<file path="src/rtl/seg_tick_counter.sv">
// N-digit hex/BCD up/down counter stepped by a prescaled tick, with registered
// seven-segment outputs for every digit.
module seg_tick_counter #(
  parameter int NUM_DIGITS     = 2,
  parameter int CLK_HZ         = 10_000_000,
  parameter int TICK_HZ        = 1,
  parameter bit BCD            = 1'b0,
  parameter bit SEG_ACTIVE_LOW = 1'b1
) (
  input  logic                    clk,
  input  logic                    rst,
  input  logic                    en,
  input  logic                    up,
  input  logic                    clr,
  input  logic                    load,
  input  logic [4*NUM_DIGITS-1:0] load_val,
  output logic [4*NUM_DIGITS-1:0] count,
  output logic [8*NUM_DIGITS-1:0] seg,
  output logic                    tick,
  output logic                    wrap
);

  localparam int              DIV        = CLK_HZ / TICK_HZ;
  localparam int              PW         = $clog2(DIV);
  localparam int              CW         = 4 * NUM_DIGITS;
  localparam int              SW         = 8 * NUM_DIGITS;
  localparam logic [PW-1:0]   PRESC_LAST = PW'(DIV - 1);
  localparam logic [3:0]      DIGIT_MAX  = BCD ? 4'd9 : 4'd15;

  logic [PW-1:0] presc_r;
  logic [PW-1:0] presc_next_s;
  logic          tick_r;
  logic [CW-1:0] count_r;
  logic [CW-1:0] step_s;
  logic          carry_s;
  logic [3:0]    digit_s;
  logic          wrap_r;
  logic [SW-1:0] seg_r;

  // Table codes are active-low {dp,g,f,e,d,c,b,a}; dp stays off.
  function automatic logic [7:0] seg_encode(input logic [3:0] digit);
    logic [7:0] code;
    case (digit)
      4'h0:    code = 8'hC0;
      4'h1:    code = 8'hF9;
      4'h2:    code = 8'hA4;
      4'h3:    code = 8'hB0;
      4'h4:    code = 8'h99;
      4'h5:    code = 8'h92;
      4'h6:    code = 8'h82;
      4'h7:    code = 8'hF8;
      4'h8:    code = 8'h80;
      4'h9:    code = 8'h90;
      4'hA:    code = 8'h88;
      4'hB:    code = 8'h83;
      4'hC:    code = 8'hC6;
      4'hD:    code = 8'hA1;
      4'hE:    code = 8'h86;
      4'hF:    code = 8'h8E;
      default: code = 8'hFF;
    endcase
    if (SEG_ACTIVE_LOW) begin
      return code;
    end else begin
      return ~code;
    end
  endfunction

  function automatic logic [SW-1:0] seg_all(input logic [CW-1:0] value);
    logic [SW-1:0] res;
    res = {SW{1'b0}};
    for (int i = 0; i < NUM_DIGITS; i++) begin
      res[8*i +: 8] = seg_encode(value[4*i +: 4]);
    end
    return res;
  endfunction

  // In BCD mode a nibble above 9 saturates to 9 rather than becoming an illegal digit.
  function automatic logic [CW-1:0] clamp_load(input logic [CW-1:0] value);
    logic [CW-1:0] res;
    res = {CW{1'b0}};
    for (int i = 0; i < NUM_DIGITS; i++) begin
      if (BCD && (value[4*i +: 4] > 4'd9)) begin
        res[4*i +: 4] = 4'd9;
      end else begin
        res[4*i +: 4] = value[4*i +: 4];
      end
    end
    return res;
  endfunction

  // Prescaler successor: free-running modulo DIV.
  always_comb begin
    if (presc_r == PRESC_LAST) begin
      presc_next_s = {PW{1'b0}};
    end else begin
      presc_next_s = presc_r + PW'(1);
    end
  end

  // Ripple carry/borrow through all digits; a carry out of the top digit is a wrap.
  always_comb begin
    step_s  = count_r;
    carry_s = 1'b1;
    digit_s = 4'd0;
    for (int i = 0; i < NUM_DIGITS; i++) begin
      digit_s = count_r[4*i +: 4];
      if (!carry_s) begin
        step_s[4*i +: 4] = digit_s;
      end else if (up) begin
        if (digit_s == DIGIT_MAX) begin
          step_s[4*i +: 4] = 4'd0;
        end else begin
          step_s[4*i +: 4] = digit_s + 4'd1;
          carry_s          = 1'b0;
        end
      end else begin
        if (digit_s == 4'd0) begin
          step_s[4*i +: 4] = DIGIT_MAX;
        end else begin
          step_s[4*i +: 4] = digit_s - 4'd1;
          carry_s          = 1'b0;
        end
      end
    end
  end

  // Prescaler and tick: tick is high exactly while the prescaler sits at DIV-1.
  always_ff @(posedge clk or posedge rst) begin
    if (rst) begin
      presc_r <= {PW{1'b0}};
      tick_r  <= 1'b0;
    end else if (clr) begin
      presc_r <= {PW{1'b0}};
      tick_r  <= 1'b0;
    end else begin
      presc_r <= presc_next_s;
      tick_r  <= (presc_next_s == PRESC_LAST);
    end
  end

  // Count and wrap: clr beats load beats a tick step; en is only looked at on tick cycles.
  always_ff @(posedge clk or posedge rst) begin
    if (rst) begin
      count_r <= {CW{1'b0}};
      wrap_r  <= 1'b0;
    end else if (clr) begin
      count_r <= {CW{1'b0}};
      wrap_r  <= 1'b0;
    end else if (load) begin
      count_r <= clamp_load(load_val);
      wrap_r  <= 1'b0;
    end else if (tick_r && en) begin
      count_r <= step_s;
      wrap_r  <= carry_s;
    end else begin
      count_r <= count_r;
      wrap_r  <= 1'b0;
    end
  end

  // Segment register trails the count by one cycle.
  always_ff @(posedge clk or posedge rst) begin
    if (rst) begin
      seg_r <= seg_all({CW{1'b0}});
    end else begin
      seg_r <= seg_all(count_r);
    end
  end

  assign count = count_r;
  assign seg   = seg_r;
  assign tick  = tick_r;
  assign wrap  = wrap_r;

endmodule

</file>
<file path="config.mk">
export PLATFORM = sky130hd
export DESIGN_NAME = seg_tick_counter
export DESIGN_NICKNAME = d
export VERILOG_FILES = /design/src/rtl/seg_tick_counter.sv
export SDC_FILE = /design/constraint.sdc
export NUM_CORES = 1
export LEC_CHECK = 0
export CAP_MARGIN = 15
export CORE_MARGIN = 2
export CORE_UTILIZATION = 40
export CTS_CLUSTER_SIZE = 12
export DETAILED_ROUTE_END_ITERATION = 16
export GPL_ROUTABILITY_DRIVEN = 0
export MAX_ROUTING_LAYER = met4
export PLACE_DENSITY_LB_ADDON = 0.08
export SETUP_SLACK_MARGIN = 0.1
export SLEW_MARGIN = 40
export SYNTH_ARGS = -nofsm -noshare
export SYNTH_HDL_FRONTEND = slang
export SYNTH_SLANG_ARGS = --single-unit
export TNS_END_PERCENT = 50
</file>
<file path="constraint.sdc">
create_clock -name clk -period 2.1 [get_ports clk]
set_clock_uncertainty 0.1 [all_clocks]
set_input_delay 0.315 -clock clk [delete_from_list [all_inputs] [get_ports clk]]
set_output_delay 0.315 -clock clk [all_outputs]
set_load 0.01 [all_outputs]
</file>
After elaboration in Yosys (flattened, before gate mapping)
Memories as Yosys holds them, arrays and structs flattened. A register that Yosys moved wholly into a read port is not among the register bits.
Index checks and enable logic that the tools add are counted.
- equal/unequal tests: 4
- multiplexer cells: 23
- reductions and logical operators: 6
- $add $sub $neg: 5
- operator list (kind ; number):
    24-bit equality test, second input constant ; 2
    24-bit two-way mux ; 2
    4-bit two-way mux ; 7
    24-bit by 1-bit adder with 24-bit output, second input constant ; 1
    8-bit two-way mux ; 3
    1-bit two-way mux ; 11
    4-bit by 1-bit adder with 4-bit output, second input constant ; 2
    4-bit equality test, second input constant ; 2
    4-bit zero test ; 2
    4-bit by 1-bit subtractor with 4-bit output, second input constant ; 2
    3-bit nonzero test ; 2
    2-bit AND reduction ; 1
    1-bit logical AND ; 1
- ROM bits: 224
- register bits after elaboration: 50
- bits of input ports: 14
- output and inout port bits: 26
- memories: 2
- memory list (memory ; depth ; width ; read ports ; clocked after Yosys merged registers in ; wr ports ; RTL line ; text):
    (name not given) ; 16 ; 7 ; 1 ; 1 ; 0 ; 43 ; case (digit)
    (name not given) ; 16 ; 7 ; 1 ; 1 ; 0 ; 43 ;

Logic depth before layout (Yosys ltp)
Gate-level depths: netlist of the first run.
- depth after elaboration: 7
- depth in mapped cells: 9
- mapped depth without buffers: 8

Least setup slack after synthesis of the first run
Ideal clock, no wire load.
- path type: reg-to-reg
- from: reg count_r[0], in the netlist count[0]
- to: reg count_r[6], in the netlist count[6]
- stages on the path, launching flop included: 9
- buffers on the path: 0
- data arrival time: 1994 ps
- data required time: 1871 ps
- setup slack: -123 ps
- cells stage by stage: dfrtp_1 inv_1 ha_1 nand2b_1 or3_1 a21oi_1 mux2i_1 o21ai_0 nor2b_1
- cells in the longest elaborated chain, start to end: 5
- elaborated cells between the ends (all ways): 7
- classes of those cells: eq/ne (1); mux (3); reduce/logical (3)
- ends and longest elaborated chain (what ; RTL line ; text):
    start: declaration ; 33 ; logic [CW-1:0] count_r;
    start signal: assignment ; 145 ; count_r <= {CW{1'b0}};
    start signal: assignment ; 148 ; count_r <= {CW{1'b0}};
    start signal: assignment ; 151 ; count_r <= clamp_load(load_val);
    4-bit equality test or 4-bit zero test (tied branches) ; 111, 118 ;
    1-bit two-way mux, on equally long branches ; 111, 118 ;
    1-bit two-way mux (*) ; 110 ; end else if (up) begin
    3-bit nonzero test (no source line) (*) ; - ;
    2-bit AND reduction (no source line) (*) ; - ;
Mark *: on every way between the ends. The rest lies on a longest branch, timed or not.
A chain may end at the register's enable or synchronous reset.

Worst setup path after layout of the first run
- from: reg presc_r[7]
- to: reg tick_r, in the netlist tick
- cells in the longest elaborated chain, start to end: 4
- elaborated cells between the ends (all ways): 5
- classes of those cells: add/sub (1); eq/ne (2); mux (2)
- ends and longest elaborated chain (what ; RTL line ; text):
    start: declaration ; 30 ; logic [PW-1:0] presc_r;
    start signal: assignment ; 131 ; presc_r <= {PW{1'b0}};
    start signal: assignment ; 134 ; presc_r <= {PW{1'b0}};
    start signal: assignment ; 137 ; presc_r <= presc_next_s;
    24-bit by 1-bit adder with 24-bit output or 24-bit equality test (tied branches) ; 97, 94 ;
    24-bit two-way mux (*) ; 94 ; if (presc_r == PRESC_LAST) begin
    24-bit equality test (*) ; 138 ; tick_r <= (presc_next_s == PRESC_LAST);
    1-bit two-way mux (*) ; 133 ; end else if (clr) begin
    end signal: assignment ; 138 ;
    end: declaration ; 32 ; logic tick_r;
Marked as above.

==> results_dict.tcl, run 1 <==
set metrics [dict create \
    outcome "finished clean" \
    wl_per_cell_um 13.8 \
    ys_warn_count 0 \
    htree_num_levels 2 \
    num_rows 31 \
    antenna_left 0 \
    die_x_um 89.8 \
    design_area_sq_mm 0.00408 \
    seq_area_sq_mm 0.00120 \
    drive_gt1_share_pct 22.5 \
    fin_tns_setup_ns 0 \
    intPower_uw 1630 \
    arrival_ns 2.11 \
    leakagePower_uw 0.00176 \
    cts_tree "done" \
    maxCapViolations 0 \
    start_kind "flop" \
    grt_overflow 0 \
    fill_cells 637 \
    synth_common_cells "dfrtp_1 (46), nor2_1 (41), nand2_1 (30), a21oi_1 (20), inv_1 (16)" \
    io_buffer_count 37 \
    synth_top_family_by_area "simple AND/OR/NAND/NOR gates" \
    grt_pass1_vias 2518 \
    synth_xor_area_share_pct 7.43 \
    synthAdderAreaFrac_pct 5.52 \
    drv_slew 0 \
    seqPwrFrac_pct 45.5 \
    criticalPathCategory "flop to flop" \
    min_period_ns 2.01 \
    dr.pass1.iters 4 \
    synth_edf_count 0 \
    ys_types 48 \
    grt_pass1_wl_um 12000 \
    io-pin-count 40 \
    clkLatencyLatePin_ns 0.31 \
    dp_hpwl_um 5100 \
    cts_buffers 5 \
    initial_utilization_pct 41.1 \
    synth_top_area_cell "dfrtp_1" \
    max_freq_ghz 0.498 \
    synthSimpleGateAreaFrac_pct 22.9 \
    multi_input_area_sq_mm 0.00170 \
    yosys-top-cells-area "dfrtp_1 (39%), ha_1 (5.5%), nor2_1 (5.2%)" \
    synthFlopType "dfrtp_1" \
    syn_area_per_cell_sq_um 8.74 \
    setup_viol 0 \
    powerDensity_mw_per_mm2 532 \
    syn_inst 337 \
    finalCritPeriodShare_pct 95.7 \
    vias 2674 \
    cts_root_buffer "clkbuf_8" \
    drc 0 \
    dpl_cell_area_sq_mm 0.00375 \
    die-area_sq_mm 0.00807 \
    synth_mux_area_share_pct 3.14 \
    fin_nets 445 \
    synthToLayoutAreaGrowth_pct 38.5 \
    synth-async-reset-ratio_pct 100 \
    drt_iter0_drc 95 \
    pwr-share-clk_pct 36.7 \
    ir_drop_uv 309 \
    hold_buffers 0 \
    synth_area_sq_mm 0.00295 \
    ys_ff_latch 48 \
    cp_max_fo 5 \
    clk_pin_slew_worst_paths_ns 0.10 \
    swShare_pct 24.8 \
    synth_compound_area_share_pct 14.6 \
    cp.required_ns 2.20 \
    rsz0062_at_grt "true" \
    clock_path_buffers 2 \
    coreArea_sq_mm 0.00718 \
    seq_area_frac_synth_pct 40.8 \
    pwr-share-comb_pct 17.9 \
    routed_via_density 5.17 \
    end_kind "flop" \
    antenna_found_initial 0 \
    hp-class "input pin to asynchronous set/reset pin" \
    whs_ns 0.189 \
    grt_max_degree 22 \
    p_sw_uw 539 \
    synthDominantCellAreaShare_pct 39.1 \
    yosysMostFrequentCell "dfrtp_1" \
    grtUsageTotal_pct 18.6 \
    die_h_um 89.8 \
    cts_sinks 48 \
    antenna_cells 0 \
    routed_wl_um 7140 \
    hold_viol_final 0 \
]
==> critical path, cell delays in order, from the launching register on <==
cell and delay [ns]:
dfrtp_1 0.38, buf_4 0.13, nand4_4 0.12, buf_4 0.19, nor3_2 0.15, buf_4 0.17
nand3_1 0.12, xnor2_2 0.19, o311ai_2 0.14, nor4_1 0.24
==> worst paths after layout <==
path,from,end,slack (ns),cells past startpoint
min reg2reg,presc_r[0]$_DFF_PP0_,presc_r[0]$_DFF_PP0_,0.47,2
max in group asynchronous,rst,presc_r[9]$_DFF_PP0_,1.15,3
min,rst,seg[4]$_DFF_PP0_,0.19,2
max,presc_r[7]$_DFF_PP0_,tick$_DFF_PP0_,0.09,9
max reg2reg,presc_r[7]$_DFF_PP0_,tick$_DFF_PP0_,0.09,9
min in group clk,load_val[7],count[7]$_DFFE_PP0P_,0.47,3
==> repair_timing <==
action                                  4_1_cts  5_1_grt
endpoints found under the setup margin       18       24
gates cloned                                  0        1
setup buffers                                 3        6
pin swaps                                     2        9
gates resized for setup                       7       15
==> registers in the layout, indices dropped and copies added (netlist names) <==
register,flops
count,8
presc_r,24
seg,14
wrap,1
tick,1
==> cell usage in the layout, fill, tap and decap left out, types with 3 or more instances in the layout <==
cell,count
dfrtp_1,46
nor3_1,10
o21ai_0,15
nor3_2,3
nor2b_1,5
xnor2_1,12
nor2_1,40
xor2_1,11
clkdlybuf4s50_1,37
nand2b_1,5
nand3_1,13
a31oi_1,5
buf_4,54
mux2i_1,7
o211ai_1,7
nand4_1,7
nor4_1,3
clkbuf_8,5
and3_1,4
nand2_1,29
nor4_4,3
a211oi_1,3
a21oi_1,19
ha_1,11
inv_2,3
inv_1,13
==> power by group through the flow <==
stage | Clock, uW | Combinational, uW | Sequential, uW
floorplan | 0 | 180 | 1030
global placement | 0 | 376 | 1000
detailed placement | 0 | 379 | 1000
CTS | 812 | 381 | 986
global route | 864 | 428 | 992
finish | 796 | 388 | 986
==> metrics by stage <==
stage	instances	setup WS (ns)	utilization, %	power (uW)
after CTS	510	0.0829	55.0	2180
after global placement	500	0.0511	52.3	1380
final	517	0.0913	56.9	2170
after global routing	517	-0.000153	56.9	2280
after floorplan	338	0.0636	-	1210
after detailed placement	500	0.0625	52.3	1380
==> cells by family after synthesis <==
logic type	after synthesis
AOI/OAI and AO/OA	68
and+or+nand+nor	135
DFF	48
muxes	8
xor gates and xnor gates	25
buffers and inverters	39
adders and majority gates	13
other	1
==> cell type report <==
type | instances | area share, %
inverter | 16 | 1.47
tap | 99 | 3.04
timing repair buffer | 96 | 21.2
sequential | 48 | 29.5
multi-input combinational | 251 | 41.7
clock buffer | 5 | 1.69
clock inverter | 2 | 1.47
==> metal layers <==
metal | vias up | wire length (um) | global-route usage [%]
met5 | - | 0 | -
met1 | 1282 | 3080 | 22.3
met4 | 0 | 112 | 5.90
met3 | 10 | 234 | 3.35
li1 | 1329 | - | -
met2 | 53 | 3710 | 32.1
(Power assumes the default switching activity.)
==> run 2, diff against run 1 <==
CAP_MARGIN = 30   (was 15)
==> results of run 2 <==
The final DEF is identical to that of run 1; final timing and power are the same.
